File: src/rtl/vga_raster_out_if.sv
// Raster/pixel bus between the VGA output stage and the object drawers/mux.
// testPatternSel exists only when TEST_PATTERN_EN is defined.
interface vga_raster_out_if;
   logic [7:0]  RGBIn;
`ifdef TEST_PATTERN_EN
   logic        testPatternSel;
`endif
   logic [10:0] PixelX;
   logic [10:0] PixelY;
   logic        startOfFrame;
   logic [3:0]  vga_r;
   logic [3:0]  vga_g;
   logic [3:0]  vga_b;
   logic        hsyncN;
   logic        vsyncN;
   logic        blankN;

   modport master (
      input  RGBIn,
`ifdef TEST_PATTERN_EN
      input  testPatternSel,
`endif
      output PixelX, PixelY, startOfFrame,
      output vga_r, vga_g, vga_b, hsyncN, vsyncN, blankN
   );

   modport slave (
      output RGBIn,
`ifdef TEST_PATTERN_EN
      output testPatternSel,
`endif
      input  PixelX, PixelY, startOfFrame,
      input  vga_r, vga_g, vga_b, hsyncN, vsyncN, blankN
   );
endinterface

File: src/rtl/vga_raster_out.sv
// Raster timing generator and RGB332 -> 4:4:4 DAC output stage for the VGA path.
// Build macro TEST_PATTERN_EN adds an 8-bar colour test pattern selected by testPatternSel.
module vga_raster_out #(
   parameter int unsigned H_ACTIVE = 640,
   parameter int unsigned H_FP     = 16,
   parameter int unsigned H_SYNC   = 96,
   parameter int unsigned H_BP     = 48,
   parameter int unsigned V_ACTIVE = 480,
   parameter int unsigned V_FP     = 10,
   parameter int unsigned V_SYNC   = 2,
   parameter int unsigned V_BP     = 33,
   parameter int unsigned PIPE_LAT = 1
) (
   input  logic             clk,
   input  logic             resetN,
   vga_raster_out_if.master bus
);
   localparam int unsigned CW      = 11;
   localparam int unsigned H_TOTAL = H_ACTIVE + H_FP + H_SYNC + H_BP;
   localparam int unsigned V_TOTAL = V_ACTIVE + V_FP + V_SYNC + V_BP;
   localparam int unsigned HS_BEG  = H_ACTIVE + H_FP;
   localparam int unsigned HS_END  = HS_BEG + H_SYNC;
   localparam int unsigned VS_BEG  = V_ACTIVE + V_FP;
   localparam int unsigned VS_END  = VS_BEG + V_SYNC;

   typedef struct packed {
      logic act;
      logic hsn;
      logic vsn;
   } timing_t;

   localparam timing_t T_IDLE = '{act: 1'b0, hsn: 1'b1, vsn: 1'b1};

   logic [CW-1:0]          r_x;
   logic [CW-1:0]          r_y;
   logic [CW-1:0]          w_x_nxt;
   logic [CW-1:0]          w_y_nxt;
   logic                   r_sof;
   timing_t                w_raw;
   timing_t [PIPE_LAT:0]   r_stg;
   logic [7:0]             w_pix;
   logic [3:0]             r_vga_r;
   logic [3:0]             r_vga_g;
   logic [3:0]             r_vga_b;

   // Next raster position; PixelY advances only on the PixelX wrap
   always_comb begin
      w_x_nxt = r_x + CW'(1);
      w_y_nxt = r_y;
      if (r_x == CW'(H_TOTAL - 1)) begin
         w_x_nxt = '0;
         w_y_nxt = (r_y == CW'(V_TOTAL - 1)) ? '0 : r_y + CW'(1);
      end
   end

   always_ff @(posedge clk or negedge resetN) begin
      if (!resetN) begin
         r_x   <= '0;
         r_y   <= '0;
         r_sof <= 1'b0;
      end else begin
         r_x   <= w_x_nxt;
         r_y   <= w_y_nxt;
         r_sof <= (w_x_nxt == '0) && (w_y_nxt == '0);
      end
   end

   // Raw timing decoded from the current count (sync kept in active-low form)
   always_comb begin
      w_raw.act = (r_x < CW'(H_ACTIVE)) && (r_y < CW'(V_ACTIVE));
      w_raw.hsn = !((r_x >= CW'(HS_BEG)) && (r_x < CW'(HS_END)));
      w_raw.vsn = !((r_y >= CW'(VS_BEG)) && (r_y < CW'(VS_END)));
   end

   // Timing delay line: stage k holds the decode of the count k+1 clocks ago
   always_ff @(posedge clk or negedge resetN) begin
      if (!resetN) r_stg <= {(PIPE_LAT + 1){T_IDLE}};
      else         r_stg <= {r_stg[PIPE_LAT-1:0], w_raw};
   end

`ifdef TEST_PATTERN_EN
   localparam int unsigned BW = 3 * PIPE_LAT;

   logic [BW-1:0] r_bar;

   function automatic logic [7:0] bar_colour(input logic [2:0] idx);
      case (idx)
         3'd0:    bar_colour = 8'hFF;
         3'd1:    bar_colour = 8'hFC;
         3'd2:    bar_colour = 8'h1F;
         3'd3:    bar_colour = 8'h1C;
         3'd4:    bar_colour = 8'hE3;
         3'd5:    bar_colour = 8'hE0;
         3'd6:    bar_colour = 8'h03;
         default: bar_colour = 8'h00;
      endcase
   endfunction

   // Bar index delayed to line up with the object pipeline, like RGBIn
   always_ff @(posedge clk or negedge resetN) begin
      if (!resetN) r_bar <= '0;
      else         r_bar <= BW'({r_bar, r_x[9:7]});
   end

   always_comb begin
      w_pix = bus.RGBIn;
      if (bus.testPatternSel) w_pix = bar_colour(r_bar[BW-1 -: 3]);
   end
`else
   always_comb begin
      w_pix = bus.RGBIn;
   end
`endif

   // Register the pixel with expansion; blanked while the matching act bit is low
   always_ff @(posedge clk or negedge resetN) begin
      if (!resetN) begin
         r_vga_r <= '0;
         r_vga_g <= '0;
         r_vga_b <= '0;
      end else if (r_stg[PIPE_LAT-1].act) begin
         r_vga_r <= {w_pix[7:5], w_pix[7]};
         r_vga_g <= {w_pix[4:2], w_pix[4]};
         r_vga_b <= {w_pix[1:0], w_pix[1:0]};
      end else begin
         r_vga_r <= '0;
         r_vga_g <= '0;
         r_vga_b <= '0;
      end
   end

   assign bus.PixelX       = r_x;
   assign bus.PixelY       = r_y;
   assign bus.startOfFrame = r_sof;
   assign bus.vga_r        = r_vga_r;
   assign bus.vga_g        = r_vga_g;
   assign bus.vga_b        = r_vga_b;
   assign bus.hsyncN       = r_stg[PIPE_LAT].hsn;
   assign bus.vsyncN       = r_stg[PIPE_LAT].vsn;
   assign bus.blankN       = r_stg[PIPE_LAT].act;

endmodule

File: src/flat_wrapper.sv
// flat-port wrapper written by rule: the top's interface ports become plain ports
module vga_raster_out_flat 
#(
   parameter int unsigned H_ACTIVE = 640,
   parameter int unsigned H_FP     = 16,
   parameter int unsigned H_SYNC   = 96,
   parameter int unsigned H_BP     = 48,
   parameter int unsigned V_ACTIVE = 480,
   parameter int unsigned V_FP     = 10,
   parameter int unsigned V_SYNC   = 2,
   parameter int unsigned V_BP     = 33,
   parameter int unsigned PIPE_LAT = 1
)
  (clk, resetN, bus_RGBIn, bus_PixelX, bus_PixelY, bus_startOfFrame, bus_vga_r, bus_vga_g, bus_vga_b, bus_hsyncN, bus_vsyncN, bus_blankN);
  vga_raster_out_if bus_i ();
  input  logic clk;
  input  logic resetN;
  input wire logic [$bits(bus_i.RGBIn)-1:0] bus_RGBIn;
  output wire logic [$bits(bus_i.PixelX)-1:0] bus_PixelX;
  output wire logic [$bits(bus_i.PixelY)-1:0] bus_PixelY;
  output wire logic [$bits(bus_i.startOfFrame)-1:0] bus_startOfFrame;
  output wire logic [$bits(bus_i.vga_r)-1:0] bus_vga_r;
  output wire logic [$bits(bus_i.vga_g)-1:0] bus_vga_g;
  output wire logic [$bits(bus_i.vga_b)-1:0] bus_vga_b;
  output wire logic [$bits(bus_i.hsyncN)-1:0] bus_hsyncN;
  output wire logic [$bits(bus_i.vsyncN)-1:0] bus_vsyncN;
  output wire logic [$bits(bus_i.blankN)-1:0] bus_blankN;
  assign bus_i.RGBIn = bus_RGBIn;
  assign bus_PixelX = bus_i.PixelX;
  assign bus_PixelY = bus_i.PixelY;
  assign bus_startOfFrame = bus_i.startOfFrame;
  assign bus_vga_r = bus_i.vga_r;
  assign bus_vga_g = bus_i.vga_g;
  assign bus_vga_b = bus_i.vga_b;
  assign bus_hsyncN = bus_i.hsyncN;
  assign bus_vsyncN = bus_i.vsyncN;
  assign bus_blankN = bus_i.blankN;
  vga_raster_out #(.H_ACTIVE(H_ACTIVE), .H_FP(H_FP), .H_SYNC(H_SYNC), .H_BP(H_BP), .V_ACTIVE(V_ACTIVE), .V_FP(V_FP), .V_SYNC(V_SYNC), .V_BP(V_BP), .PIPE_LAT(PIPE_LAT)) u_core (.clk(clk), .resetN(resetN), .bus(bus_i));
endmodule
File: config.mk
export PLATFORM = sky130hd
export DESIGN_NAME = vga_raster_out_flat
export DESIGN_NICKNAME = d
export VERILOG_FILES = /design/src/rtl/vga_raster_out_if.sv /design/src/rtl/vga_raster_out.sv /design/src/flat_wrapper.sv
export SDC_FILE = /design/constraint.sdc
export NUM_CORES = 1
export LEC_CHECK = 0
export ABC_AREA = 1
export BUFFER_PORTS_ARGS = -buffer_cell sky130_fd_sc_hd__buf_2
export CORE_ASPECT_RATIO = 1.5
export CORE_MARGIN = 2
export CORE_UTILIZATION = 35
export CTS_BUF_LIST = sky130_fd_sc_hd__clkbuf_8 sky130_fd_sc_hd__clkbuf_16
export DETAILED_ROUTE_END_ITERATION = 16
export HOLD_SLACK_MARGIN = 0.02
export SETUP_SLACK_MARGIN = 0.5
export SLEW_MARGIN = 20
export SYNTH_ARGS = -nofsm -noshare
export SYNTH_HDL_FRONTEND = slang
export SYNTH_SLANG_ARGS = --single-unit
File: constraint.sdc
create_clock -name clk -period 1.81 [get_ports clk]
set_clock_uncertainty 0.05 [all_clocks]
set_input_delay 0.2715 -clock clk [delete_from_list [all_inputs] [get_ports clk]]
set_output_delay 0.2715 -clock clk [all_outputs]
set_load 0.02 [all_outputs]
==> results of run 1 <==
[area by class of cell]
cell class / instances / area, µm²
clock inverters: 3 / 68.82
well taps: 72 / 90.09
repair buffers: 101 / 810.8
fillers: 525 / 2456
flip-flops and latches: 37 / 945.9
inverters: 55 / 206.4
multi-input cells: 191 / 1096
clock buffers: 5 / 68.82
[per-layer routing]
metal,part of all wire [%],GRT usage (%)
met1,34,20.23
met2,55,38.62
met3,5.8,4.608
met4,5.6,12.24
met5,0,0
[how the worst min path moves through the flow]
| stage | from | to | slack [ns] |
|---|---|---|---|
| finish | bus_RGBIn[0] | u_core.bus.vga_b[2] | 0.10 |
| floorplan | resetN | u_core.bus.PixelX[0] | -0.07 |
| CTS | bus_RGBIn[0] | u_core.bus.vga_b[2] | 0.10 |
| global route | bus_RGBIn[4] | u_core.bus.vga_g[0] | 0.11 |
| detailed placement | resetN | u_core.bus.vga_g[1] | 0.22 |
| global placement | resetN | u_core.r_stg[2] | 0.22 |
[registers in the layout, summed over array words and instances (netlist names)]
register	flops
u_core.bus.vga_g	3
u_core.bus.blankN	1
u_core.bus.vsyncN	1
u_core.bus.hsyncN	1
u_core.bus.PixelX	11
u_core.bus.vga_r	3
u_core.bus.startOfFrame	1
u_core.bus.PixelY	11
u_core.bus.vga_b	2
u_core.r_stg	3
[power breakdown]
| part | switching [W] | internal (W) |
|---|---|---|
| clock | 0.000334 | 0.000555 |
| combinational | 0.0000457 | 0.0000233 |
| sequential | 0.00000269 | 0.000835 |
[synth_stat cells]
| library cell | count | share of area [%] |
|---|---|---|
| dfrtp_1 | 33 | 40 |
| nand3_1 | 29 | 7.1 |
| nor2_4 | 3 | 1.6 |
| nand3_2 | 3 | 1.5 |
| nand2_2 | 1 | 0.30 |
| buf_4 | 4 | 1.5 |
| inv_2 | 2 | 0.36 |
| inv_1 | 53 | 9.7 |
| nor4_1 | 1 | 0.30 |
| ha_1 | 3 | 1.8 |
| xor2_1 | 1 | 0.43 |
| nor2_8 | 1 | 0.97 |
| nor3_1 | 4 | 0.97 |
| a21oi_1 | 2 | 0.49 |
| clkbuf_1 | 1 | 0.18 |
| nand2_1 | 92 | 17 |
| dfstp_2 | 4 | 5.1 |
| nor3_2 | 1 | 0.49 |
| nor2_2 | 3 | 0.91 |
| nand4_1 | 5 | 1.5 |
| o21ai_1 | 1 | 0.24 |
| nor2_1 | 37 | 6.7 |
| o21ai_0 | 4 | 0.97 |
[cells by family (layout without fill, tap and decap cells)]
group	Yosys count	count (layout)	synth area share, %
and+or+nand+nor	180	180	39.15
buffers and inverters	60	164	11.67
DFF	37	37	45.23
AOI/OAI and AO/OA	7	7	1.702
adders and majority gates	3	3	1.824
xor gates and xnor gates	1	1	0.4256
[repair_timing]
action | 4_1_cts | 5_1_grt
endpoints found under the hold margin | 17 | 0
hold buffers | 1 | 0
pin swaps | 16 | 25
buffers inserted | 20 | 11
endpoints found under the setup margin | 24 | 36
resized for setup | 43 | 71
[metrics by stage]
stage	area, µm²	total power (W)	setup WS, ns	hold WS, ns
after global placement	2544	0.0009217	-0.06562	0.2204
after detailed placement	2544	0.0009234	-0.07827	0.2237
after floorplan	2087	0.0008860	0.1777	-0.07409
final	3287	0.001796	0.03243	0.1024
after global routing	3287	0.001839	-0.1447	0.1127
after CTS	2997	0.001807	0.01837	0.1045
[critical path: cells and delay by family (launching register included)]
kind | cells | cell delay [ns]
flip-flops | 1 | 0.40
buffers and inverters | 1 | 0.13
adder cells (fa/ha/maj) | 1 | 0.18
AND/OR/NAND/NOR | 10 | 0.96
==> impl_metrics.yaml, run 1 <==
clocking:
  ctsRootBufferMaster: "clkbuf_8"
  clk_transition_reported_paths_ns: 0.08
  clk_path_buf_depth: 2
  cts.sinks: 37
  htreeDepth: 2
  cts_tree: "built"
  cts_inserted_buffers: 5
  clk-insertion-delay-late_ns: 0.30
synth:
  area_of_the_mapped_netlist_um2: 2058
  synth_seq_cells: 37
  syn_inst: 288
  syn_avg_cell_area_um2: 7.147
  yosysSeqAreaShare_pct: 45.23
  mappedNetlistNets: 301
  ys_warn_count: 0
  ys_types: 23
final_layout:
  final_util_pct: 57.23
  final_net_count: 404
  most_frequent_standard_cell_in_the_layout_excluding_fill_and_tap_cells: "nand2_1"
  drive_gt1_share_pct: 47.70
  num_antenna_cells: 0
  final_cells: 464
  area_growth_syn_to_layout_pct: 59.70
  final_cell_mix: "nand2_1 (75), inv_1 (47), buf_4 (34), buf_2 (33), buf_6 (32)"
sta:
  worst-slew-pin-transition_ns: 0.5270
  rsz_0062_raised_after_global_routing: "yes"
  fmaxAchievable_mhz: 562.6
  setup_viol: 0
  finalHoldViolCount: 0
  period_needed_ns: 1.778
  layout_worst_path_cycle_share_pct: 98.21
  totalNegativeSetupSlack_ns: 0
  maxSlewHeadroom_pct: 64.87
  timing.final.max_slew_violations: 0
run:
  cap_viol_max_count: 0
routing:
  dr.pass1.iters: 4
  route.final.wire_length_um: 6512
  antenna_left: 0
  remaining_drc_errors: 0
  dr_total_vias: 2266
  drt_first_iter_violations: 185
  vias_per_cell: 4.884
  route.detailed.wl_per_inst_um: 14.03
floorplanning:
  num_rows: 34
  chipHeight_um: 97.92
  core_um2: 5743
  floorplan.die.width_um: 66.62
  floorplan.die_area_um2: 6523
  floorplan.io_pins: 48
  floorplan.initialDensity_pct: 35.84
critical_path:
  setup.worst_path.start: "u_core.bus.PixelX[0]"
  critPathMaxFanout: 4
  timing_worst_setup_path_type: "reg2reg"
  reg2regPathDepth: 12
  crit_end: "u_core.bus.startOfFrame"
  worst-endpoint-arrival_ns: 1.96
  timing.critical_path.from_type: "flip-flop"
  critical_path.reg2reg.startpoint: "u_core.bus.PixelX[0]"
  worst-r2r-setup-slack_ns: 0.03
  crit_path_cell_trace: "ha_4 > nand2_4 > nor2_4 > nand3_2 > nor2_4 > buf_12 > nor2_4 > nor2_2 > nand2_1 > nor2_1 > nand3_1 > nor2_2"
  crit_slowest_cell: "dfrtp_2"
  path_common_cell: "nor2_4"
  worst_r2r_endpoint: "u_core.bus.startOfFrame"
  critPathRequiredTime_ns: 2.00
  peak_per_stage_delay_on_the_critical_path_ns: 0.40
  setup.worst_path.end_class: "flip-flop"
min_path:
  min_delay_path_depth: 3
  hold_class: "in2reg"
status:
  outcome: "finished, final reports clean"
power_and_ir_drop:
  power_per_cell_area_nw_per_um2: 546.3
  static-leakage-power_nw: 1.852
  peakVddDrop_uv: 404.4
global_routing:
  grt_pass1_vias: 2220
  grt_start_max_net_pins: 24
  global_route.overflow_total: 0
  grt_usage_pct: 20.89
  antenna_found_initial: 0
  first_pass_grt_wire_length_um: 10190
placement:
  port_buffer_count: 47
  globalplace.congestion: 0.9597
  placedCellCount: 424
  place_hpwl_um: 4750
No activity file was read; power rests on OpenSTA's default activity.
==> run 2, diff against run 1 <==
--- a/config.mk
+++ b/config.mk
@@ -9,10 +9,11 @@
 export BUFFER_PORTS_ARGS = -buffer_cell sky130_fd_sc_hd__buf_2
 export CORE_ASPECT_RATIO = 1.5
 export CORE_MARGIN = 2
-export CORE_UTILIZATION = 35
+export CORE_UTILIZATION = 53
 export CTS_BUF_LIST = sky130_fd_sc_hd__clkbuf_8 sky130_fd_sc_hd__clkbuf_16
 export DETAILED_ROUTE_END_ITERATION = 16
 export HOLD_SLACK_MARGIN = 0.02
+export PLACE_DENSITY = 0.79
 export SETUP_SLACK_MARGIN = 0.5
 export SLEW_MARGIN = 20
 export SYNTH_ARGS = -nofsm -noshare
==> run 2 against run 1 <==
The run now ends with setup timing left. Cell count fell by 8.2%. Sequential power barely moved. Maximum frequency fell by 5.1%. Critical path depth fell by 3. Non-clock buffer count fell by 9. Register-to-register slack got worse by 0.095 ns. Largest power group unchanged. Total power fell by 0.15%.
==> impl_metrics.yaml, run 2 (synthesized netlist as in run 1, its figures left out) <==
routing:
  antenna_left: 0
  route.detailed.wl_per_inst_um: 17.06
  dr.pass1.iters: 6
  remaining_drc_errors: 0
  dr_total_vias: 2445
  drt_first_iter_violations: 193
  route.final.wire_length_um: 7269
  vias_per_cell: 5.739
critical_path:
  crit_path_cell_trace: "ha_4 > nand3_4 > buf_4 > buf_4 > nor3_4 > nand3_1 > nand3_1 > nand3_1 > nor2_1"
  crit_slowest_cell: "dfrtp_2"
  path_common_cell: "nand3_1"
  peak_per_stage_delay_on_the_critical_path_ns: 0.39
  timing_worst_setup_path_type: "reg2reg"
  timing.critical_path.from_type: "flip-flop"
  worst_r2r_endpoint: "u_core.bus.startOfFrame"
  reg2regPathDepth: 9
  critPathRequiredTime_ns: 2.00
  worst-endpoint-arrival_ns: 2.06
  path_buf_inv: 2
  critPathMaxFanout: 3
  worst-r2r-setup-slack_ns: -0.06
  critical_path.reg2reg.startpoint: "u_core.bus.PixelX[1]"
  setup.worst_path.end_class: "flip-flop"
  cpLargestDelayFamily: "simple AND/OR/NAND/NOR gates"
clocking:
  ctsRootBufferMaster: "clkbuf_8"
  clk_path_buf_depth: 2
  cts_inserted_buffers: 5
  cts.sinks: 37
  htreeDepth: 2
  clk-insertion-delay-late_ns: 0.30
  clk_transition_reported_paths_ns: 0.08
  cts_tree: "built"
status:
  violated_checks: "setup timing"
  outcome: "complete, but fails checks"
sta:
  final_critical_path_setup_slack_ns: -0.06302
  setup_viol: 2
  maxSlewHeadroom_pct: 70.69
  period_needed_ns: 1.873
  fmaxAchievable_mhz: 533.9
  finalHoldViolCount: 0
  layout_worst_path_cycle_share_pct: 103.5
  rsz_0062_raised_after_global_routing: "yes"
  worst-slew-pin-transition_ns: 0.4396
  timing.final.max_slew_violations: 0
power_and_ir_drop:
  cellInternalPower_w: 0.001415
  peakVddDrop_uv: 687.5
  share_seq_of_total_power_pct: 46.7
  power_per_cell_area_nw_per_um2: 567.7
  clkPwrFrac_pct: 49.2
  switching_power_of_the_nets_w: 0.0003781
  static-leakage-power_nw: 1.784
  power.combinational.fraction_pct: 4.0
  switching_share_pct: 21.09
  total_power_w: 0.001793
floorplanning:
  floorplan.die_area_um2: 4408
  core_um2: 3682
  chipHeight_um: 80.32
  floorplan.initialDensity_pct: 55.90
  num_rows: 27
  floorplan.die.width_um: 54.88
  floorplan.io_pins: 48
global_routing:
  grt_pass1_vias: 2217
  grt_start_max_net_pins: 22
  first_pass_grt_wire_length_um: 9639
  global_route.overflow_total: 0
  antenna_found_initial: 0
  grt_usage_pct: 30.28
final_layout:
  final_design_area_no_fill_um2: 3158
  final_net_count: 395
  area_growth_syn_to_layout_pct: 53.43
  drive_gt1_share_pct: 48.56
  final_cell_mix: "nand2_1 (68), inv_1 (47), buf_2 (40), buf_4 (33), nor2_1 (27)"
  most_frequent_standard_cell_in_the_layout_excluding_fill_and_tap_cells: "nand2_1"
  num_antenna_cells: 0
min_path:
  timing.hold.worst.start: "bus_RGBIn[1]"
  worstHoldEndpoint: "u_core.bus.vga_b[1]"
  hold_class: "in2reg"
  min_delay_path_depth: 3
placement:
  port_buffer_count: 47
  globalplace.congestion: 0.9579
  place_hpwl_um: 4249
  dpl_cell_area_um2: 2482
  detailedPlace.worstSlack_ns: 0.02989
run:
  cap_viol_max_count: 0
run 2: cell types whose count changed in the layout (fill, tap and decap cells not counted), sizes merged:
cell  previous run  this run
buf            100        91
run 2: worst min-delay path: cells and delay by family:
| kind | cells | cell delay (ns) |
|---|---|---|
| buffers and inverters | 2 | 0.12 |
| AND/OR/NAND/NOR | 1 | 0.04 |
run 2: how the worst max path moves through the flow:
| stage | start | cells past startpoint | slack [ns] | to |
|---|---|---|---|---|
| finish | u_core.bus.PixelX[1] | 9 | -0.06 | u_core.bus.startOfFrame |
| global route | u_core.bus.PixelX[1] | 9 | -0.14 | u_core.bus.startOfFrame |
| CTS | u_core.bus.PixelX[0] | 12 | 0.16 | u_core.bus.startOfFrame |
| detailed placement | u_core.bus.PixelX[0] | 12 | 0.03 | u_core.bus.startOfFrame |
| global placement | u_core.bus.PixelX[0] | 12 | 0.1 | u_core.bus.startOfFrame |
| floorplan | u_core.bus.PixelX[0] | 11 | 0.18 | u_core.bus.startOfFrame |
run 2: area by class of cell:
cell class | instances | area (µm²)
fillers | 195 | 524.3
multi-input cells | 191 | 1144
repair buffers | 92 | 669.4
flip-flops and latches | 37 | 947.2
well taps | 43 | 53.80
inverters | 55 | 206.4
clock inverters | 3 | 68.82
clock buffers | 5 | 68.82
run 2: through the flow:
step / util, % / cells / hold slack, ns / TNS [ns]
floorplan: - / 288 / -0.07409 / 0
global placement: 67.41 / 390 / 0.1722 / 0
detailed placement: 67.41 / 390 / 0.1746 / 0
CTS: 77.20 / 413 / 0.1102 / 0
global route: 85.76 / 426 / 0.1261 / -0.1780
finish: 85.76 / 426 / 0.1181 / -0.06330
run 2: what timing repair did:
action / 4_1_cts / 5_1_grt
setup endpoints to repair: 22 / 31
hold endpoints to repair: 16 / 0
pin swaps: 22 / 37
hold buffers: 1 / 0
setup buffers: 14 / 13
resized for setup: 34 / 69
run 2: power by group through the flow:
| stage | Combinational, W | Clock [W] | Sequential (W) |
|---|---|---|---|
| CTS | 0.0000730 | 0.000886 | 0.000838 |
| floorplan | 0.0000191 | 0 | 0.000867 |
| finish | 0.0000723 | 0.000883 | 0.000838 |
| global placement | 0.0000688 | 0 | 0.000854 |
| global route | 0.0000805 | 0.000915 | 0.000839 |
| detailed placement | 0.0000713 | 0 | 0.000854 |
run 2: metal layers:
| layer | up-vias | GRT usage, % | share of wire (%) |
|---|---|---|---|
| li1 | 1063 | - | - |
| met1 | 1132 | 29.72 | 33 |
| met2 | 189 | 55.60 | 52 |
| met3 | 61 | 4.647 | 8.4 |
| met4 | 0 | 17.75 | 6.8 |
| met5 | - | 0 | 0 |
